`config.mk`:
```
export PLATFORM = sky130hd
export DESIGN_NAME = pipo_load_arbiter
export DESIGN_NICKNAME = d
export VERILOG_FILES = /design/src/rtl/pipo_load_arbiter.sv
export SDC_FILE = /design/constraint.sdc
export NUM_CORES = 1
export LEC_CHECK = 0
export ABC_AREA = 1
export CAP_MARGIN = 20
export CORE_MARGIN = 1.5
export CORE_UTILIZATION = 40
export DETAILED_ROUTE_END_ITERATION = 8
export PLACE_DENSITY = 0.7
export SLEW_MARGIN = 30
export SYNTH_ARGS = -nofsm -noshare
export SYNTH_HDL_FRONTEND = slang
export SYNTH_SLANG_ARGS = --single-unit
```
`constraint.sdc`:
```
create_clock -name clk -period 1.7 [get_ports clk]
set_clock_uncertainty 0.2 [all_clocks]
set_input_delay 0.34 -clock clk [delete_from_list [all_inputs] [get_ports clk]]
set_output_delay 0.34 -clock clk [all_outputs]
set_load 0.01 [all_outputs]
```
`src/rtl/pipo_load_arbiter.sv`:
```
// pipo_load_arbiter
//   Round-robin arbiter and sequencer for a single shared WIDTH-bit
//   parallel-in/parallel-out register (the "pipo"). One requester word is
//   accepted at a time. The pipo is then walked through a load cycle and a
//   transfer cycle, and the word is presented until the consumer acknowledges.
//
// Ports
//   clk         rising-edge clock, shared with the pipo
//   reset       asynchronous, active-low reset
//   req         per-requester level request, held until its gnt is seen
//   req_data    requester i word at [i*WIDTH +: WIDTH]
//   gnt         one-hot pulse in the cycle after the winning request is captured
//   pipo_reset  active-high synchronous reset to the pipo (one edge after reset)
//   pipo_load   pipo load pin
//   pipo_din    pipo data_in pins
//   out_valid   pipo data_out holds the word owned by out_id
//   out_id      owner of the word currently on pipo data_out
//   out_ack     consumer took the word; only looked at while out_valid=1
//
// All outputs come straight from flops.
module pipo_load_arbiter #(
  parameter int N_REQ = 4,
  parameter int WIDTH = 4,
  localparam int IDW = (N_REQ > 1) ? $clog2(N_REQ) : 1
) (
  input  logic                   clk,
  input  logic                   reset,
  input  logic [N_REQ-1:0]       req,
  input  logic [N_REQ*WIDTH-1:0] req_data,
  output logic [N_REQ-1:0]       gnt,
  output logic                   pipo_reset,
  output logic                   pipo_load,
  output logic [WIDTH-1:0]       pipo_din,
  output logic                   out_valid,
  output logic [IDW-1:0]         out_id,
  input  logic                   out_ack
);

  typedef enum logic [1:0] {
    ST_IDLE = 2'd0,
    ST_LOAD = 2'd1,
    ST_XFER = 2'd2,
    ST_OUT  = 2'd3
  } state_t;

  // Round-robin search starting at ptr; returns {found, index}.
  function automatic logic [IDW:0] rr_pick(input logic [N_REQ-1:0] r,
                                           input logic [IDW-1:0]   ptr);
    logic           found;
    logic [IDW-1:0] idx;
    int             j;
    found = 1'b0;
    idx   = {IDW{1'b0}};
    for (int i = 0; i < N_REQ; i++) begin
      j = (int'(ptr) + i) % N_REQ;
      if (!found && r[j]) begin
        found = 1'b1;
        idx   = IDW'(j);
      end else begin
        found = found;
      end
    end
    return {found, idx};
  endfunction

  state_t             state_r, state_s;
  logic [N_REQ-1:0]   gnt_r, gnt_s;
  logic               pipo_reset_r;
  logic               load_r, load_s;
  logic [WIDTH-1:0]   din_r, din_s;
  logic               valid_r, valid_s;
  logic [IDW-1:0]     id_r, id_s;
  logic [IDW-1:0]     rr_r, rr_s;
  logic [IDW:0]       pick_s;
  logic               pick_found_s;
  logic [IDW-1:0]     pick_idx_s;
  logic [IDW-1:0]     rr_after_s;

  assign pick_s       = rr_pick(req, rr_r);
  assign pick_found_s = pick_s[IDW];
  assign pick_idx_s   = pick_s[IDW-1:0];

  // Pointer moves to the requester just after the one being retired, wrapping.
  assign rr_after_s = (id_r == IDW'(N_REQ - 1)) ? {IDW{1'b0}} : (id_r + {{(IDW-1){1'b0}}, 1'b1});

  // Next-state and next-output logic for the load/transfer sequence.
  always_comb begin
    state_s = state_r;
    gnt_s   = {N_REQ{1'b0}};
    load_s  = 1'b0;
    din_s   = din_r;
    valid_s = valid_r;
    id_s    = id_r;
    rr_s    = rr_r;
    case (state_r)
      ST_IDLE: begin
        // Requests are not looked at while the pipo is still being reset.
        if (!pipo_reset_r && pick_found_s) begin
          state_s = ST_LOAD;
          gnt_s   = {{(N_REQ-1){1'b0}}, 1'b1} << pick_idx_s;
          load_s  = 1'b1;
          din_s   = req_data[int'(pick_idx_s)*WIDTH +: WIDTH];
          id_s    = pick_idx_s;
        end else begin
          state_s = ST_IDLE;
        end
      end
      ST_LOAD: begin
        // pipo captures pipo_din into its holding stage on this edge.
        state_s = ST_XFER;
      end
      ST_XFER: begin
        // pipo moves the held word to data_out on this edge.
        valid_s = 1'b1;
        state_s = ST_OUT;
      end
      ST_OUT: begin
        // load stays low, so the pipo keeps re-copying the same word.
        if (out_ack) begin
          valid_s = 1'b0;
          rr_s    = rr_after_s;
          state_s = ST_IDLE;
        end else begin
          state_s = ST_OUT;
        end
      end
      default: begin
        state_s = ST_IDLE;
        valid_s = 1'b0;
      end
    endcase
  end

  // State and output registers; reset aborts any word in flight.
  always_ff @(posedge clk or negedge reset) begin
    if (!reset) begin
      state_r      <= ST_IDLE;
      gnt_r        <= {N_REQ{1'b0}};
      pipo_reset_r <= 1'b1;
      load_r       <= 1'b0;
      din_r        <= {WIDTH{1'b0}};
      valid_r      <= 1'b0;
      id_r         <= {IDW{1'b0}};
      rr_r         <= {IDW{1'b0}};
    end else begin
      state_r      <= state_s;
      gnt_r        <= gnt_s;
      pipo_reset_r <= 1'b0;
      load_r       <= load_s;
      din_r        <= din_s;
      valid_r      <= valid_s;
      id_r         <= id_s;
      rr_r         <= rr_s;
    end
  end

  assign gnt        = gnt_r;
  assign pipo_reset = pipo_reset_r;
  assign pipo_load  = load_r;
  assign pipo_din   = din_r;
  assign out_valid  = valid_r;
  assign out_id     = id_r;

endmodule

```
==> results of run 1 <==
## logic make-up after synthesis
family / after synthesis / share of synthesized area (%)
AND/OR/NAND/NOR: 104 / 49.24
flip-flops: 17 / 39.70
buffers and inverters: 16 / 6.519
AO/OA/AOI/OAI: 5 / 3.027
adder cells (fa/ha/maj): 1 / 1.164
other: 1 / 0.3489
## Yosys cell counts, drive strengths merged
cell	n
nand3	23
a21boi	1
dfrtp	16
nand4	8
clkinv	1
a211oi	1
conb	1
o21ai	1
inv	14
buf	1
nand2	62
nor2	11
o31ai	1
a21oi	1
ha	1
dfstp	1
## worst paths after layout
| kind | from | endpoint | slack [ns] |
|---|---|---|---|
| min in group clk | pipo_din[1]$_DFFE_PN0P_ | pipo_din[1]$_DFFE_PN0P_ | 0.28 |
| min | reset | out_valid$_DFFE_PN0P_ | 0.15 |
| max in group asynchronous | reset | pipo_reset$_DFF_PN1_ | 0.90 |
| max reg2reg | rr_r[0]$_DFFE_PN0P_ | pipo_din[3]$_DFFE_PN0P_ | -0.32 |
| min reg2reg | pipo_din[1]$_DFFE_PN0P_ | pipo_din[1]$_DFFE_PN0P_ | 0.28 |
| max | rr_r[0]$_DFFE_PN0P_ | pipo_din[3]$_DFFE_PN0P_ | -0.32 |
## per-layer routing
layer | GRT usage [%] | routed length, um
met2 | 38.69 | 1813
met4 | 7.083 | 44
met1 | 28.06 | 1459
met5 | 0 | 0
met3 | 1.639 | 166
## sequential cells by signal (all words and copies together) (netlist names)
| signal | flops |
|---|---|
| gnt | 4 |
| out_id | 2 |
| out_valid | 1 |
| pipo_din | 4 |
| pipo_load | 1 |
| pipo_reset | 1 |
| rr_r | 2 |
| state_r | 2 |
## metrics by stage
step                setup WS [ns]  instances
floorplan                -0.01357        144
detailed placement        -0.5537        221
finish                    -0.3234        245
global placement          -0.5377        221
global route              -0.4281        245
CTS                       -0.2437        238
## what timing repair did
| action | in CTS | in global routing |
|---|---|---|
| gates resized for setup | 26 | 33 |
| cloned | 1 | 1 |
| pin swaps | 11 | 34 |
| setup endpoints to repair | 25 | 12 |
| setup buffers | 12 | 6 |
## power groups by stage
stage | Clock, mW | Combinational, mW | Sequential, mW
floorplan | 0 | 1.28 | 0.683
global placement | 0 | 2.01 | 0.656
detailed placement | 0 | 2.05 | 0.658
CTS | 0.236 | 2.44 | 0.654
global route | 0.250 | 3.13 | 0.694
finish | 0.231 | 2.91 | 0.681
## critical path: stages (launching register included)
cell,delay [ns]
dfrtp_2,0.50
clkinvlp_4,0.17
nand2_1,0.09
nand2_1,0.06
nand2_2,0.07
nand2_2,0.06
nor2_4,0.12
nand3_4,0.17
buf_4,0.18
nand4_1,0.10
nand3_1,0.09
nand3_1,0.08
nand2_1,0.05
## area by class of cell
type | count | area, um2 | area share [%]
clock inverter | 1 | 5.005 | 0.2620
sequential | 17 | 429.2 | 22.46
tap | 30 | 37.54 | 1.965
timing repair buffer | 66 | 634.4 | 33.20
clock buffer | 3 | 22.52 | 1.179
multi-input combinational | 112 | 703.2 | 36.80
inverter | 15 | 71.32 | 3.733
timing repair inverter | 1 | 7.507 | 0.3929
==> results.toml, run 1 <==
[worst_setup_path]
required_ns = 1.70
endpoint_kind = "register"
crit_fanout = 6
critPathArrivalTime_ns = 2.03
rr_worst_depth = 12
start_kind = "register"
critPathKind = "register to register"

[cells_and_area]
nets = 240
layout_common_cells = "36 x nand2_1, 22 x clkdlybuf4s50_1, 20 x buf_4"
fin_area_mm2 = 0.001911
post-route-util_pct = 76.43
final_layout_size_suffix_gt1_share_pct = 39.07
n_antenna_cell = 0
fill_cells = 183
area_delta_synth_final_pct = 77.76
final_common_cell = "nand2_1"

[pwr]
comb_power_share_pct = 76.2
internal_power_mw = 1.988
p_per_area_mw_per_mm2 = 2003
swShare_pct = 48.06
p_sw_mw = 1.839
p_clk_share_pct = 6.0
p_leak_nw = 1.004
p_seq_share_pct = 17.8
vdd_drop_max_v = 0.001301
fin_total_pwr_mw = 3.827

[cts]
max-clock-path-buffers = 2
clk_pin_slew_ns = 0.11
clockRootBuffer = "clkbuf_4"
clk_latency_ns = 0.30
cts_sinks = 17
htreeDepth = 1
cts-buffers-inserted = 3
cts_tree = "built"
cts_hold_buf = 0

[sta]
setup_violations = 12
drv_slew = 0
final_hold_viol_count = 0
fmax_ghz = 0.4942
hold_slack_ns = 0.1498
rsz0062_at_grt = "true"
fin_setup_tns_ns = -3.316
setup_ws_ns = -0.3234
fin_crit_ns = 2.023
final.period_utilization_pct = 119.0

[synth]
synth_top_area_share_pct = 37.25
synth.avg_cell_area_um2 = 7.464
yosysSeqAreaShare_pct = 39.70
syn_inst = 144
synth_area_leaders = "dfrtp_1 37%, nand2_1 19%, nand3_1 8.4%, nand3_4 4.9%, nand4_1 4.7%"
synth_nets = 168
ys_warn_count = 0
ys_ff_latch = 17
synthesis.area_mm2 = 0.001075
synthDistinctLibCells = 24
synth_area_leader_cell = "dfrtp_1"

[detailed_routing]
wl_mm = 3.483
wire_per_inst_um = 14.22
viasPerCell = 5.139
drc = 0
ant_nets = 0
drtPass1Iterations = 4
drtIter0Drc = 32
vias = 1259

[worst_hold_path]
worst_hold_path_type = "input port to async pin"

[flow_run]
cap_viol_max_count = 0

[grt]
grt_pass1_wl_mm = 4.698
track_usage_pct = 21.91
antenna_found_initial = 0
grt_pass1_vias = 1080
grt_max_degree = 18
gr-total-overflow = 0

[run_status]
violations = "setup timing"
run_status = "finished, violations left"

[place]
hpwl_mm = 2.079
gp_congestion = 0.9157
io_buffers = 35
placed_area_mm2 = 0.001567

[floorplanning]
coreArea_mm2 = 0.002500
start_util_pct = 42.99
die_w_um = 54.84
dieArea_mm2 = 0.003007
ios = 36
rows = 18
fp.dieH_um = 54.84
Power figures use the tool's default switching activity.
==> run 2: changes to the inputs <==
==> constraint.sdc (replaced) <==
create_clock -name clk -period 1.83 [get_ports clk]
set_clock_uncertainty 0.2 [all_clocks]
set_input_delay 0.366 -clock clk [delete_from_list [all_inputs] [get_ports clk]]
set_output_delay 0.366 -clock clk [all_outputs]
set_load 0.01 [all_outputs]
==> results.toml, run 2 (synthesis results as in run 1) <==
[pwr]
vdd_drop_max_v = 0.001209
p_per_area_mw_per_mm2 = 1902
p_leak_nw = 0.9767

[cells_and_area]
nets = 235
area_delta_synth_final_pct = 73.46
final_common_cell = "nand2_1"
fin_area_mm2 = 0.001864
final_layout_size_suffix_gt1_share_pct = 36.67
n_antenna_cell = 0
layout_common_cells = "37 x nand2_1, 31 x clkdlybuf4s50_1, 18 x buf_4"

[sta]
final_hold_viol_count = 0
rsz0062_at_grt = "true"
hold_slack_ns = 0.1750
fmax_ghz = 0.4980
drv_slew = 0
setup_ws_ns = -0.1781
fin_crit_ns = 2.008
final.period_utilization_pct = 109.7
setup_violations = 11

[grt]
grt_pass1_wl_mm = 5.030
antenna_found_initial = 0
grt_max_degree = 18
gr-total-overflow = 0
track_usage_pct = 24.38
grt_pass1_vias = 1154

[floorplanning]
die_w_um = 54.84
ios = 36
rows = 18
start_util_pct = 42.99
fp.dieH_um = 54.84
coreArea_mm2 = 0.002500
dieArea_mm2 = 0.003007

[worst_setup_path]
start_kind = "register"
regToRegStartpoint = "rr_r[0]$_DFFE_PN0P_"
critPathArrivalTime_ns = 1.99
critPathLaunch = "rr_r[0]$_DFFE_PN0P_"
critPathKind = "register to register"
r2r_slack_ns = -0.18
r2r-end = "pipo_din[2]$_DFFE_PN0P_"
crit_fanout = 7
endpoint_kind = "register"
required_ns = 1.81
rr_worst_depth = 13

[cts]
max-clock-path-buffers = 2
clk_latency_ns = 0.29
cts_tree = "built"
htreeDepth = 1
clockRootBuffer = "clkbuf_4"
cts_hold_buf = 0
clk_pin_slew_ns = 0.10
cts-buffers-inserted = 3
cts_sinks = 17

[detailed_routing]
drc = 0
wire_per_inst_um = 14.07
vias = 1202
viasPerCell = 5.008
wl_mm = 3.376
ant_nets = 0
drtPass1Iterations = 4
drtIter0Drc = 20

[place]
placed_area_mm2 = 0.001609
hpwl_mm = 2.266
io_buffers = 35
post-place-ws_ns = -0.4620
gp_congestion = 0.8394

[run_status]
run_status = "finished, violations left"
violations = "setup timing"

[worst_hold_path]
worst_hold_path_type = "input port to async pin"

[flow_run]
cap_viol_max_count = 0
## run 2: per-layer routing
metal	GRT usage (%)	share of wire, %
met4	10.42	2.3
met1	28.42	41
met3	4.372	2.9
met2	43.25	54
met5	0	0
## run 2: repair_timing
item                                    4_1_cts  5_1_grt
setup buffers                                 7        3
pin swaps                                    21       11
gates cloned                                  2        0
endpoints found under the setup margin       14       15
gates resized for setup                      27       18
## run 2: how the worst max path moves through the flow
stage | end | slack [ns] | cells after the start
3_3_place_gp | pipo_din[0]$_DFFE_PN0P_ | -0.44 | 12
6_report | pipo_din[2]$_DFFE_PN0P_ | -0.18 | 13
2_1_floorplan | pipo_din[0]$_DFFE_PN0P_ | 0.10 | 12
4_1_cts | pipo_din[3]$_DFFE_PN0P_ | -0.13 | 12
5_1_grt | pipo_din[2]$_DFFE_PN0P_ | -0.28 | 12
3_5_place_dp | pipo_din[3]$_DFFE_PN0P_ | -0.46 | 12
## run 2: area by class of cell
type                       count  area, um2
multi-input combinational    113      696.9
fill                         183      635.6
timing repair buffer          61      608.1
sequential                    17      427.9
inverter                      15      67.56
tap                           30      37.54
clock buffer                   4      26.28
## run 2: worst max-delay path, cell delays in order (launching register included)
cell and delay, ns:
dfrtp_2 0.47, buf_6 0.15, nand2_1 0.08, nand2_2 0.08
nand2_1 0.09, nand2_2 0.08, nand2_2 0.09, nand2_2 0.07
nand2_4 0.14, nand3_4 0.10, nand2_1 0.08, nand3_1 0.09
nand3_1 0.10, nand2_1 0.06
## run 2: report_power, final
part / internal [mW] / switching, mW
registers: 0.507 / 0.108
logic: 1.28 / 1.45
clock network: 0.0848 / 0.113
## run 2: per-stage QoR
stage	TNS (ns)	power (mW)	std cells	utilization (%)
2_1_floorplan	0	1.812	144	-
4_1_cts	-0.9401	3.295	237	71.07
3_5_place_dp	-4.678	2.684	224	64.36
6_report	-1.289	3.546	240	74.57
3_3_place_gp	-4.092	2.644	224	64.36
5_1_grt	-2.536	3.805	240	74.57
==> run 3: changes to the inputs <==
--- a/config.mk
+++ b/config.mk
@@ -10,6 +10,7 @@
 export CORE_MARGIN = 1.5
 export CORE_UTILIZATION = 40
 export DETAILED_ROUTE_END_ITERATION = 8
+export MAX_ROUTING_LAYER = met4
 export PLACE_DENSITY = 0.7
 export SLEW_MARGIN = 30
 export SYNTH_ARGS = -nofsm -noshare
==> results.toml, run 3 (synthesis results as in run 1) <==
[worst_setup_path]
critPathKind = "register to register"
critPathLaunch = "rr_r[0]$_DFFE_PN0P_"
crit_fanout = 7
start_kind = "register"
endpoint_kind = "register"
regToRegStartpoint = "rr_r[0]$_DFFE_PN0P_"
required_ns = 1.81
critPathArrivalTime_ns = 1.99

[detailed_routing]
vias = 1205
wl_mm = 3.375
ant_nets = 0
drc = 0
wire_per_inst_um = 14.06
viasPerCell = 5.021
drtPass1Iterations = 4
drtIter0Drc = 18

[sta]
final.period_utilization_pct = 109.7
rsz0062_at_grt = "true"
setup_violations = 11
drv_slew = 0
setup_ws_ns = -0.1777
fin_crit_ns = 2.008
final_hold_viol_count = 0
fmax_ghz = 0.4981

[pwr]
p_clk_share_pct = 5.6
p_leak_nw = 0.9767
vdd_drop_max_v = 0.001209
internal_power_mw = 1.874
p_per_area_mw_per_mm2 = 1903
p_seq_share_pct = 17.3
comb_power_share_pct = 77.1
p_sw_mw = 1.674
swShare_pct = 47.17

[cts]
clk_pin_slew_ns = 0.10
cts_tree = "built"
max-clock-path-buffers = 2
clockRootBuffer = "clkbuf_4"
cts-buffers-inserted = 3
htreeDepth = 1
clk_latency_ns = 0.29
cts_sinks = 17
cts_hold_buf = 0

[grt]
antenna_found_initial = 0
grt_pass1_wl_mm = 5.037
track_usage_pct = 25.07
grt_pass1_vias = 1152
grt_max_degree = 18
gr-total-overflow = 0

[floorplanning]
coreArea_mm2 = 0.002500
die_w_um = 54.84
start_util_pct = 42.99
fp.dieH_um = 54.84
rows = 18
ios = 36
dieArea_mm2 = 0.003007

[worst_hold_path]
worst_hold_path_type = "input port to async pin"

[place]
gp_congestion = 0.8524
place_inst = 224
io_buffers = 35
placed_area_mm2 = 0.001609
hpwl_mm = 2.266

[cells_and_area]
final_common_cell = "nand2_1"
area_delta_synth_final_pct = 73.46
n_antenna_cell = 0
fin_area_mm2 = 0.001864
fill_cells = 183
layout_common_cells = "37 x nand2_1, 31 x clkdlybuf4s50_1, 18 x buf_4"
final_layout_size_suffix_gt1_share_pct = 36.67
layoutNonFillerInstCount = 240
nets = 235

[flow_run]
cap_viol_max_count = 0

[run_status]
violations = "setup timing"
run_status = "finished, violations left"
run 3: cell counts in the layout (fill, tap and decap cells not counted):
No cell type changed its count.
run 3: worst paths after layout:
kind / endpoint / slack, ns / depth (start not counted)
max: pipo_din[2]$_DFFE_PN0P_ / -0.18 / 13
min: out_id[0]$_DFFE_PN0P_ / 0.18 / 2
max reg2reg: pipo_din[2]$_DFFE_PN0P_ / -0.18 / 13
min reg2reg: pipo_din[1]$_DFFE_PN0P_ / 0.30 / 2
max in group asynchronous: pipo_reset$_DFF_PN1_ / 1.00 / 2
min in group clk: pipo_din[1]$_DFFE_PN0P_ / 0.30 / 2
run 3: cell type report:
class,instances,area [um2],area share (%)
multi-input combinational,113,696.9,37.38
timing repair buffer,61,608.1,32.62
sequential,17,427.9,22.95
inverter,15,67.56,3.624
tap,30,37.54,2.013
clock buffer,4,26.28,1.409
run 3: worst max-delay path: stages, from the launching register on:
cell     delay (ns)
dfrtp_2        0.47
buf_6          0.15
nand2_1        0.08
nand2_2        0.08
nand2_1        0.09
nand2_2        0.08
nand2_2        0.09
nand2_2        0.07
nand2_4        0.14
nand3_4        0.10
nand2_1        0.08
nand3_1        0.09
nand3_1        0.10
nand2_1        0.06
run 3: stage by stage:
step | TNS [ns] | util (%) | hold WS (ns) | worst slack (ns) | power (mW)
6_report | -1.292 | 74.57 | 0.1751 | -0.1777 | 3.548
5_1_grt | -2.536 | 74.57 | 0.1801 | -0.2838 | 3.805
4_1_cts | -0.9401 | 71.07 | 0.1823 | -0.1278 | 3.295
3_5_place_dp | -4.678 | 64.36 | 0.2662 | -0.4620 | 2.684
3_3_place_gp | -4.092 | 64.36 | 0.2799 | -0.4411 | 2.644
2_1_floorplan | 0 | - | -0.1296 | 0.1001 | 1.812
run 3: layer usage:
| metal | vias up | track usage (%) | part of all wire (%) |
|---|---|---|---|
| met1 | 567 | 28.42 | 41 |
| met2 | 28 | 43.45 | 54 |
| met3 | 7 | 4.372 | 2.9 |
| met5 | - | - | 0 |
| met4 | 0 | 10.00 | 1.8 |
| li1 | 603 | - | - |
run 3: timing repair:
item,in CTS,in global routing
buffers inserted,7,3
setup endpoints to repair,14,15
resized for setup,27,18
pin swaps,21,11
cloned,2,0
run 3: power groups by stage:
stage | sequential [mW] | clock [mW] | combinational, mW
2_1_floorplan | 0.635 | 0 | 1.18
3_3_place_gp | 0.611 | 0 | 2.03
3_5_place_dp | 0.614 | 0 | 2.07
4_1_cts | 0.616 | 0.203 | 2.48
5_1_grt | 0.628 | 0.221 | 2.96
6_report | 0.615 | 0.198 | 2.74
